--- src/rtl/mem_access_unit_if.sv ---
// Core request/response channel plus data-memory strobe bus of the memory access unit.
// The unit connects through the slave modport; the core/memory side uses master.
interface mem_access_unit_if;
  logic        ReqValid;
  logic        ReqReady;
  logic        ReqWrite;
  logic [1:0]  ReqSize;
  logic        ReqUnsigned;
  logic [31:0] ReqAddr;
  logic [31:0] ReqWData;
  logic        RespValid;
  logic        RespReady;
  logic [31:0] RespRData;
  logic        RespErr;
  logic        RespWrite;
  logic [31:0] DAddr;
  logic [31:0] DataIn;
  logic [2:0]  Load;
  logic [1:0]  Store;
  logic        mRD;
  logic        mWR;
  logic [31:0] DataOut;

  modport slave (
    input  ReqValid, ReqWrite, ReqSize, ReqUnsigned, ReqAddr, ReqWData, RespReady, DataOut,
    output ReqReady, RespValid, RespRData, RespErr, RespWrite, DAddr, DataIn, Load, Store, mRD, mWR
  );

  modport master (
    output ReqValid, ReqWrite, ReqSize, ReqUnsigned, ReqAddr, ReqWData, RespReady, DataOut,
    input  ReqReady, RespValid, RespRData, RespErr, RespWrite, DAddr, DataIn, Load, Store, mRD, mWR
  );
endinterface

--- src/rtl/mem_access_unit.sv ---
// Single-outstanding load/store initiator: validates a core request, issues one
// mRD/mWR strobe cycle, and returns extended load data or a store acknowledgement.
module mem_access_unit #(
  parameter int unsigned MEM_BYTES   = 1024,
  parameter bit          CHECK_ALIGN = 1'b1
) (
  input  logic           CLK,
  input  logic           Reset,
  mem_access_unit_if.slave bus
);

  typedef enum logic [1:0] {
    IDLE   = 2'd0,
    ACCESS = 2'd1,
    RESP   = 2'd2
  } state_t;

  state_t      state;
  state_t      state_next;
  logic [2:0]  span;
  logic [32:0] last_byte;
  logic        misaligned;
  logic        req_err;
  logic        accept;
  logic [31:0] load_ext;

  assign accept = (state == IDLE) && bus.ReqValid;

  // Last byte touched is computed in 33 bits so an access near 2^32 cannot wrap back into range.
  always_comb begin
    // NOTE: every variable gets a default first so no path leaves it unassigned (no latch).
    span = 3'd3;
    case (bus.ReqSize)
      2'b00:   span = 3'd0;
      2'b01:   span = 3'd1;
      default: span = 3'd3;
    endcase
  end

  assign last_byte  = {1'b0, bus.ReqAddr} + {30'b0, span};
  assign misaligned = CHECK_ALIGN &&
                      (((bus.ReqSize == 2'b01) && bus.ReqAddr[0]) ||
                       ((bus.ReqSize == 2'b10) && (bus.ReqAddr[1:0] != 2'b00)));
  assign req_err    = (bus.ReqSize == 2'b11) || (last_byte >= 33'(MEM_BYTES)) || misaligned;

  always_comb begin
    load_ext = bus.DataOut;
    case (bus.Load)
      3'b000:  load_ext = {{24{bus.DataOut[7]}}, bus.DataOut[7:0]};
      3'b001:  load_ext = {24'b0, bus.DataOut[7:0]};
      3'b010:  load_ext = {{16{bus.DataOut[15]}}, bus.DataOut[15:0]};
      3'b011:  load_ext = {16'b0, bus.DataOut[15:0]};
      default: load_ext = bus.DataOut;
    endcase
  end

  // NOTE: sequential state uses non-blocking assignments so all registers update together at the edge.
  always_ff @(posedge CLK or negedge Reset) begin
    if (!Reset) state <= IDLE;
    else        state <= state_next;
  end

  always_comb begin
    state_next = state;
    case (state)
      IDLE:    if (bus.ReqValid) state_next = req_err ? RESP : ACCESS;
      ACCESS:  state_next = RESP;
      RESP:    if (bus.RespReady) state_next = IDLE;
      default: state_next = IDLE;
    endcase
  end

  // Strobes decode straight from the state register and the latched direction.
  always_comb begin
    bus.ReqReady  = (state == IDLE);
    bus.RespValid = (state == RESP);
    bus.mRD       = (state == ACCESS) && !bus.RespWrite;
    bus.mWR       = (state == ACCESS) &&  bus.RespWrite;
  end

  // NOTE: the datapath registers are reset too, so a reset mid-access discards any pending response.
  always_ff @(posedge CLK or negedge Reset) begin
    if (!Reset) begin
      bus.DAddr     <= '0;
      bus.DataIn    <= '0;
      bus.Load      <= 3'b100;
      bus.Store     <= 2'b10;
      bus.RespWrite <= 1'b0;
      bus.RespErr   <= 1'b0;
      bus.RespRData <= '0;
    end else if (accept) begin
      bus.DAddr     <= bus.ReqAddr;
      bus.DataIn    <= bus.ReqWData;
      bus.Load      <= {bus.ReqSize == 2'b10, bus.ReqSize == 2'b01,
                        bus.ReqUnsigned && (bus.ReqSize != 2'b10)};
      bus.Store     <= bus.ReqSize;
      bus.RespWrite <= bus.ReqWrite;
      bus.RespErr   <= req_err;
      bus.RespRData <= '0;
    end else if (state == ACCESS) begin
      bus.RespRData <= bus.RespWrite ? 32'h0 : load_ext;
    end
  end

endmodule

--- src/flat_wrapper.sv ---
// flat-port wrapper written by rule: the top's interface ports become plain ports
module mem_access_unit_flat 
#(
  parameter int unsigned MEM_BYTES   = 1024,
  parameter bit          CHECK_ALIGN = 1'b1
)
  (CLK, Reset, bus_ReqValid, bus_ReqWrite, bus_ReqSize, bus_ReqUnsigned, bus_ReqAddr, bus_ReqWData, bus_RespReady, bus_DataOut, bus_ReqReady, bus_RespValid, bus_RespRData, bus_RespErr, bus_RespWrite, bus_DAddr, bus_DataIn, bus_Load, bus_Store, bus_mRD, bus_mWR);
  mem_access_unit_if bus_i ();
  input  logic CLK;
  input  logic Reset;
  input wire logic [$bits(bus_i.ReqValid)-1:0] bus_ReqValid;
  input wire logic [$bits(bus_i.ReqWrite)-1:0] bus_ReqWrite;
  input wire logic [$bits(bus_i.ReqSize)-1:0] bus_ReqSize;
  input wire logic [$bits(bus_i.ReqUnsigned)-1:0] bus_ReqUnsigned;
  input wire logic [$bits(bus_i.ReqAddr)-1:0] bus_ReqAddr;
  input wire logic [$bits(bus_i.ReqWData)-1:0] bus_ReqWData;
  input wire logic [$bits(bus_i.RespReady)-1:0] bus_RespReady;
  input wire logic [$bits(bus_i.DataOut)-1:0] bus_DataOut;
  output wire logic [$bits(bus_i.ReqReady)-1:0] bus_ReqReady;
  output wire logic [$bits(bus_i.RespValid)-1:0] bus_RespValid;
  output wire logic [$bits(bus_i.RespRData)-1:0] bus_RespRData;
  output wire logic [$bits(bus_i.RespErr)-1:0] bus_RespErr;
  output wire logic [$bits(bus_i.RespWrite)-1:0] bus_RespWrite;
  output wire logic [$bits(bus_i.DAddr)-1:0] bus_DAddr;
  output wire logic [$bits(bus_i.DataIn)-1:0] bus_DataIn;
  output wire logic [$bits(bus_i.Load)-1:0] bus_Load;
  output wire logic [$bits(bus_i.Store)-1:0] bus_Store;
  output wire logic [$bits(bus_i.mRD)-1:0] bus_mRD;
  output wire logic [$bits(bus_i.mWR)-1:0] bus_mWR;
  assign bus_i.ReqValid = bus_ReqValid;
  assign bus_i.ReqWrite = bus_ReqWrite;
  assign bus_i.ReqSize = bus_ReqSize;
  assign bus_i.ReqUnsigned = bus_ReqUnsigned;
  assign bus_i.ReqAddr = bus_ReqAddr;
  assign bus_i.ReqWData = bus_ReqWData;
  assign bus_i.RespReady = bus_RespReady;
  assign bus_i.DataOut = bus_DataOut;
  assign bus_ReqReady = bus_i.ReqReady;
  assign bus_RespValid = bus_i.RespValid;
  assign bus_RespRData = bus_i.RespRData;
  assign bus_RespErr = bus_i.RespErr;
  assign bus_RespWrite = bus_i.RespWrite;
  assign bus_DAddr = bus_i.DAddr;
  assign bus_DataIn = bus_i.DataIn;
  assign bus_Load = bus_i.Load;
  assign bus_Store = bus_i.Store;
  assign bus_mRD = bus_i.mRD;
  assign bus_mWR = bus_i.mWR;
  mem_access_unit #(.MEM_BYTES(MEM_BYTES), .CHECK_ALIGN(CHECK_ALIGN)) u_core (.CLK(CLK), .Reset(Reset), .bus(bus_i));
endmodule
--- config.mk ---
export PLATFORM = sky130hd
export DESIGN_NAME = mem_access_unit_flat
export DESIGN_NICKNAME = d
export VERILOG_FILES = /design/src/rtl/mem_access_unit_if.sv /design/src/rtl/mem_access_unit.sv /design/src/flat_wrapper.sv
export SDC_FILE = /design/constraint.sdc
export NUM_CORES = 1
export LEC_CHECK = 0
export BUFFER_PORTS_ARGS = -buffer_cell sky130_fd_sc_hd__buf_2
export CELL_PAD_IN_SITES_DETAIL_PLACEMENT = 1
export CELL_PAD_IN_SITES_GLOBAL_PLACEMENT = 2
export CORE_MARGIN = 4
export CORE_UTILIZATION = 26
export DETAILED_ROUTE_END_ITERATION = 8
export PLACE_DENSITY = 0.84
export SLEW_MARGIN = 10
export SYNTH_ARGS = -nofsm -noshare
export SYNTH_HDL_FRONTEND = slang
export SYNTH_SLANG_ARGS = --single-unit
--- constraint.sdc ---
create_clock -name CLK -period 2.3 [get_ports CLK]
set_clock_uncertainty 0.05 [all_clocks]
set_input_delay 0.46 -clock CLK [delete_from_list [all_inputs] [get_ports CLK]]
set_output_delay 0.46 -clock CLK [all_outputs]
set_load 0.02 [all_outputs]
==> flow_summary.toml <==
[run_status]
outcome = "finished with violations"
violations = "negative setup slack"

[die]
io_pins = 211
num_rows = 49
die-area_um2 = 20400
start_util_pct = 26.4
core_um2 = 17900
die_h_um = 143
die_w_um = 143

[place]
io_buffers = 210
gp_congestion = 0.796
dp_hpwl_um = 13000
dp_cells = 982

[global_route]
antenna_found_initial = 0
grt_pass1_vias = 5074
overflow = 0
grt_usage_pct = 16.3
grt_max_degree = 50
grt_pass1_wl_um = 26600

[detailed_routing]
routed_wirelength_um = 16700
drt_iter0_drc = 121
vias = 4601
ant_nets = 0
remaining_drc_errors = 0
vias_per_cell = 4.61
first_pass_iters = 4
wl_per_cell_um = 16.8

[setup_path]
slowest_stage = "or4_4"
r2r-start = "u_core.bus.Load[2]$_DFFE_PN1P_"
slowest_delay_ns = 0.56
worstSetupStartpointType = "input pin"
crit_chain = "buf_2 > or2_4 > ha_4 > fa_2 > nand3_2 > nor4_4 > mux2i_1 > a21boi_1 > or4_4 > o41ai_2 > a21oi_1"
critical_path_class = "input pin to flop"
startpoint = "bus_ReqSize[1]"
worstPathRequired_ns = 2.47
crit_end = "u_core.state[1]$_DFFE_PN0P_"
critPathCaptureType = "flop"
crit_arrival_ns = 2.69
rrSetupSlack_ns = 0.62
r2r_end = "u_core.bus.RespRData[9]$_DFFE_PN0P_"
critPathMaxFanout = 2
rr_worst_depth = 3

[layout]
fin_nets = 871
n_antenna_cell = 0
fin_cells = 997
fillers = 2214
seq_area_um2 = 2630
multiInputGateArea_um2 = 2060
areaGrowthSynthToFinish_pct = 41.3
drive_above_1_share_pct = 38.4

[sta]
period_share_pct = 110
worst_pin_slew_ns = 0.540
fmax_mhz = 396
finalWorstSetupSlack_ns = -0.222
setup_viol = 3
setup_tns_ns = -0.566
finalCriticalPeriod_ns = 2.52
drv_slew = 0
holdWs_ns = 0.0505
relSlewSlack_pct = 64.0
finalHoldViolCount = 0
rsz0062_at_grt = "yes"

[clock_network]
htreeDepth = 3
clock-sinks = 105
cts-root-buf = "clkbuf_16"
clk_pin_slew_ns = 0.07
post_cts_buffers = 0
clock_latency_ns = 0.35
clock_path_buffers = 2
cts_tree = "built"
cts_buffers = 9

[logic_synthesis]
synth_cell_types = 49
synth_edf_count = 0
ys.flop_type = "dfrtp_1"
avgSynthCellArea_um2 = 8.99
yosysWarningCount = 0
synth-seq-area-share_pct = 55.6
syn_area_um2 = 4730
synthArstFlopShare_pct = 100
ys_ff_latch = 105
syn_inst = 526
syn-num-nets = 633

[pwr]
leakage_nw = 3.63
power_density_nw_per_um2 = 791
ir_worst_vdd_mv = 0.346

[job]
drv_cap = 0

[worst_hold_path]
min_path_type = "input pin to asynchronous set/reset pin"
cell usage in the layout, fill, tap and decap left out, drive strengths merged, types with 3 or more instances in the layout:
cell / synthesis / routed
clkbuf: 26 / 9
inv: 5 / 7
o21a: 3 / 3
dfrtp: 103 / 103
a31oi: 3 / 3
nor2b: 17 / 17
and2: 4 / 4
a21oi: 4 / 4
nand2: 232 / 232
nand4: 7 / 7
nor4: 5 / 5
o21ai: 32 / 32
mux2i: 3 / 3
or2: 3 / 3
nor3: 4 / 4
and3: 3 / 3
clkinvlp: 0 / 3
a22o: 16 / 16
nor2: 11 / 11
xnor2: 3 / 3
nand3: 10 / 10
buf: 1 / 254
Yosys cell counts (2+ instances only):
| library cell | instances | area share (%) |
|---|---|---|
| mux2i_1 | 3 | 0.64 |
| or2_2 | 3 | 0.40 |
| dfrtp_1 | 103 | 55 |
| nor4_2 | 3 | 0.79 |
| o21a_1 | 3 | 0.48 |
| and3_1 | 3 | 0.40 |
| nor3_1 | 4 | 0.42 |
| nand2_1 | 231 | 18 |
| clkbuf_1 | 26 | 2.1 |
| nor2b_1 | 17 | 2.2 |
| and2_1 | 4 | 0.53 |
| a21oi_1 | 4 | 0.42 |
| dfstp_2 | 2 | 1.1 |
| nor2_1 | 11 | 0.87 |
| nor4b_1 | 2 | 0.37 |
| o2111ai_1 | 2 | 0.37 |
| ha_1 | 2 | 0.53 |
| nand3_1 | 10 | 1.1 |
| xnor2_1 | 3 | 0.56 |
| a22o_1 | 16 | 3.0 |
| nand2b_1 | 2 | 0.26 |
| nand4_1 | 6 | 0.79 |
| xor2_1 | 2 | 0.37 |
| nand3b_1 | 2 | 0.32 |
| inv_1 | 5 | 0.40 |
| a31oi_1 | 3 | 0.40 |
| o21ai_0 | 32 | 3.4 |
flip-flops by register name, indices dropped and copies added (netlist names):
register / flops
u_core.bus.DAddr: 32
u_core.bus.DataIn: 32
u_core.bus.RespRData: 32
u_core.bus.Load: 3
u_core.bus.Store: 2
u_core.state: 2
u_core.bus.RespErr: 1
u_core.bus.RespWrite: 1
cell families after synthesis:
group	share of synthesized area (%)
flops	55.6
simple gates	29.2
fa+ha+maj	0.953
buf+inv	2.57
compound gates	10.1
mux	0.635
xor+xnor	0.927
repair_timing:
action	4_1_cts	5_1_grt
hold buffers	0	0
gates cloned	0	0
resized for setup	3	1
setup endpoints to repair	3	3
pin swaps	2	1
report_power, final:
group          internal, mW  leakage, nW  switching, mW  total [mW]
registers              2.14         1.35          0.186        2.32
clock network         0.747        0.128          0.748        1.49
logic                 0.500         2.15          0.967        1.47
total                  3.38         3.63           1.90        5.28
metrics by stage:
step,total power [mW],util [%],worst slack [ns],area (µm²)
6_report,5.28,37.3,-0.222,6680
5_1_grt,5.62,37.3,-0.309,6680
4_1_cts,5.39,37.3,-0.208,6680
3_5_place_dp,3.85,35.6,-0.609,6370
3_3_place_gp,3.79,35.6,-0.555,6370
2_1_floorplan,3.13,-,-0.361,4790
worst max-delay path: cells and delay by family:
family,cells,cell delay (ns)
adder cells (fa/ha/maj),2,0.56
buffers and inverters,1,0.11
AO/OA/AOI/OAI,3,0.44
AND/OR/NAND/NOR,4,0.98
multiplexers,1,0.15
layer usage:
| metal | track usage [%] | wire (µm) |
|---|---|---|
| met1 | 20.1 | 7030 |
| met2 | 28.2 | 8280 |
| met3 | 3.82 | 1090 |
| met4 | 5.05 | 325 |
| met5 | 0 | 0 |
how the worst min path moves through the flow:
stage	start	endpoint	slack [ns]	cells past startpoint
6_report	Reset	u_core.bus.RespRData[0]$_DFFE_PN0P_	0.05	1
5_1_grt	Reset	u_core.bus.RespRData[0]$_DFFE_PN0P_	0.08	1
3_5_place_dp	u_core.bus.DAddr[18]$_DFFE_PN0P_	u_core.bus.DAddr[18]$_DFFE_PN0P_	0.41	2
3_3_place_gp	u_core.bus.Store[1]$_DFFE_PN1P_	u_core.bus.Store[1]$_DFFE_PN1P_	0.40	2
2_1_floorplan	Reset	u_core.bus.DAddr[0]$_DFFE_PN0P_	0.11	0
4_1_cts	Reset	u_core.bus.RespRData[9]$_DFFE_PN0P_	0.05	1
layout make-up:
class	instances	share of cell area, %
Sequential cell	105	39.4
Multi-Input combinational cell	389	30.9
Timing Repair Buffer	254	21.0
Tap cell	229	4.29
Clock buffer	9	3.37
Clock inverter	6	0.805
Inverter	5	0.281
(Power assumes the default switching activity.)
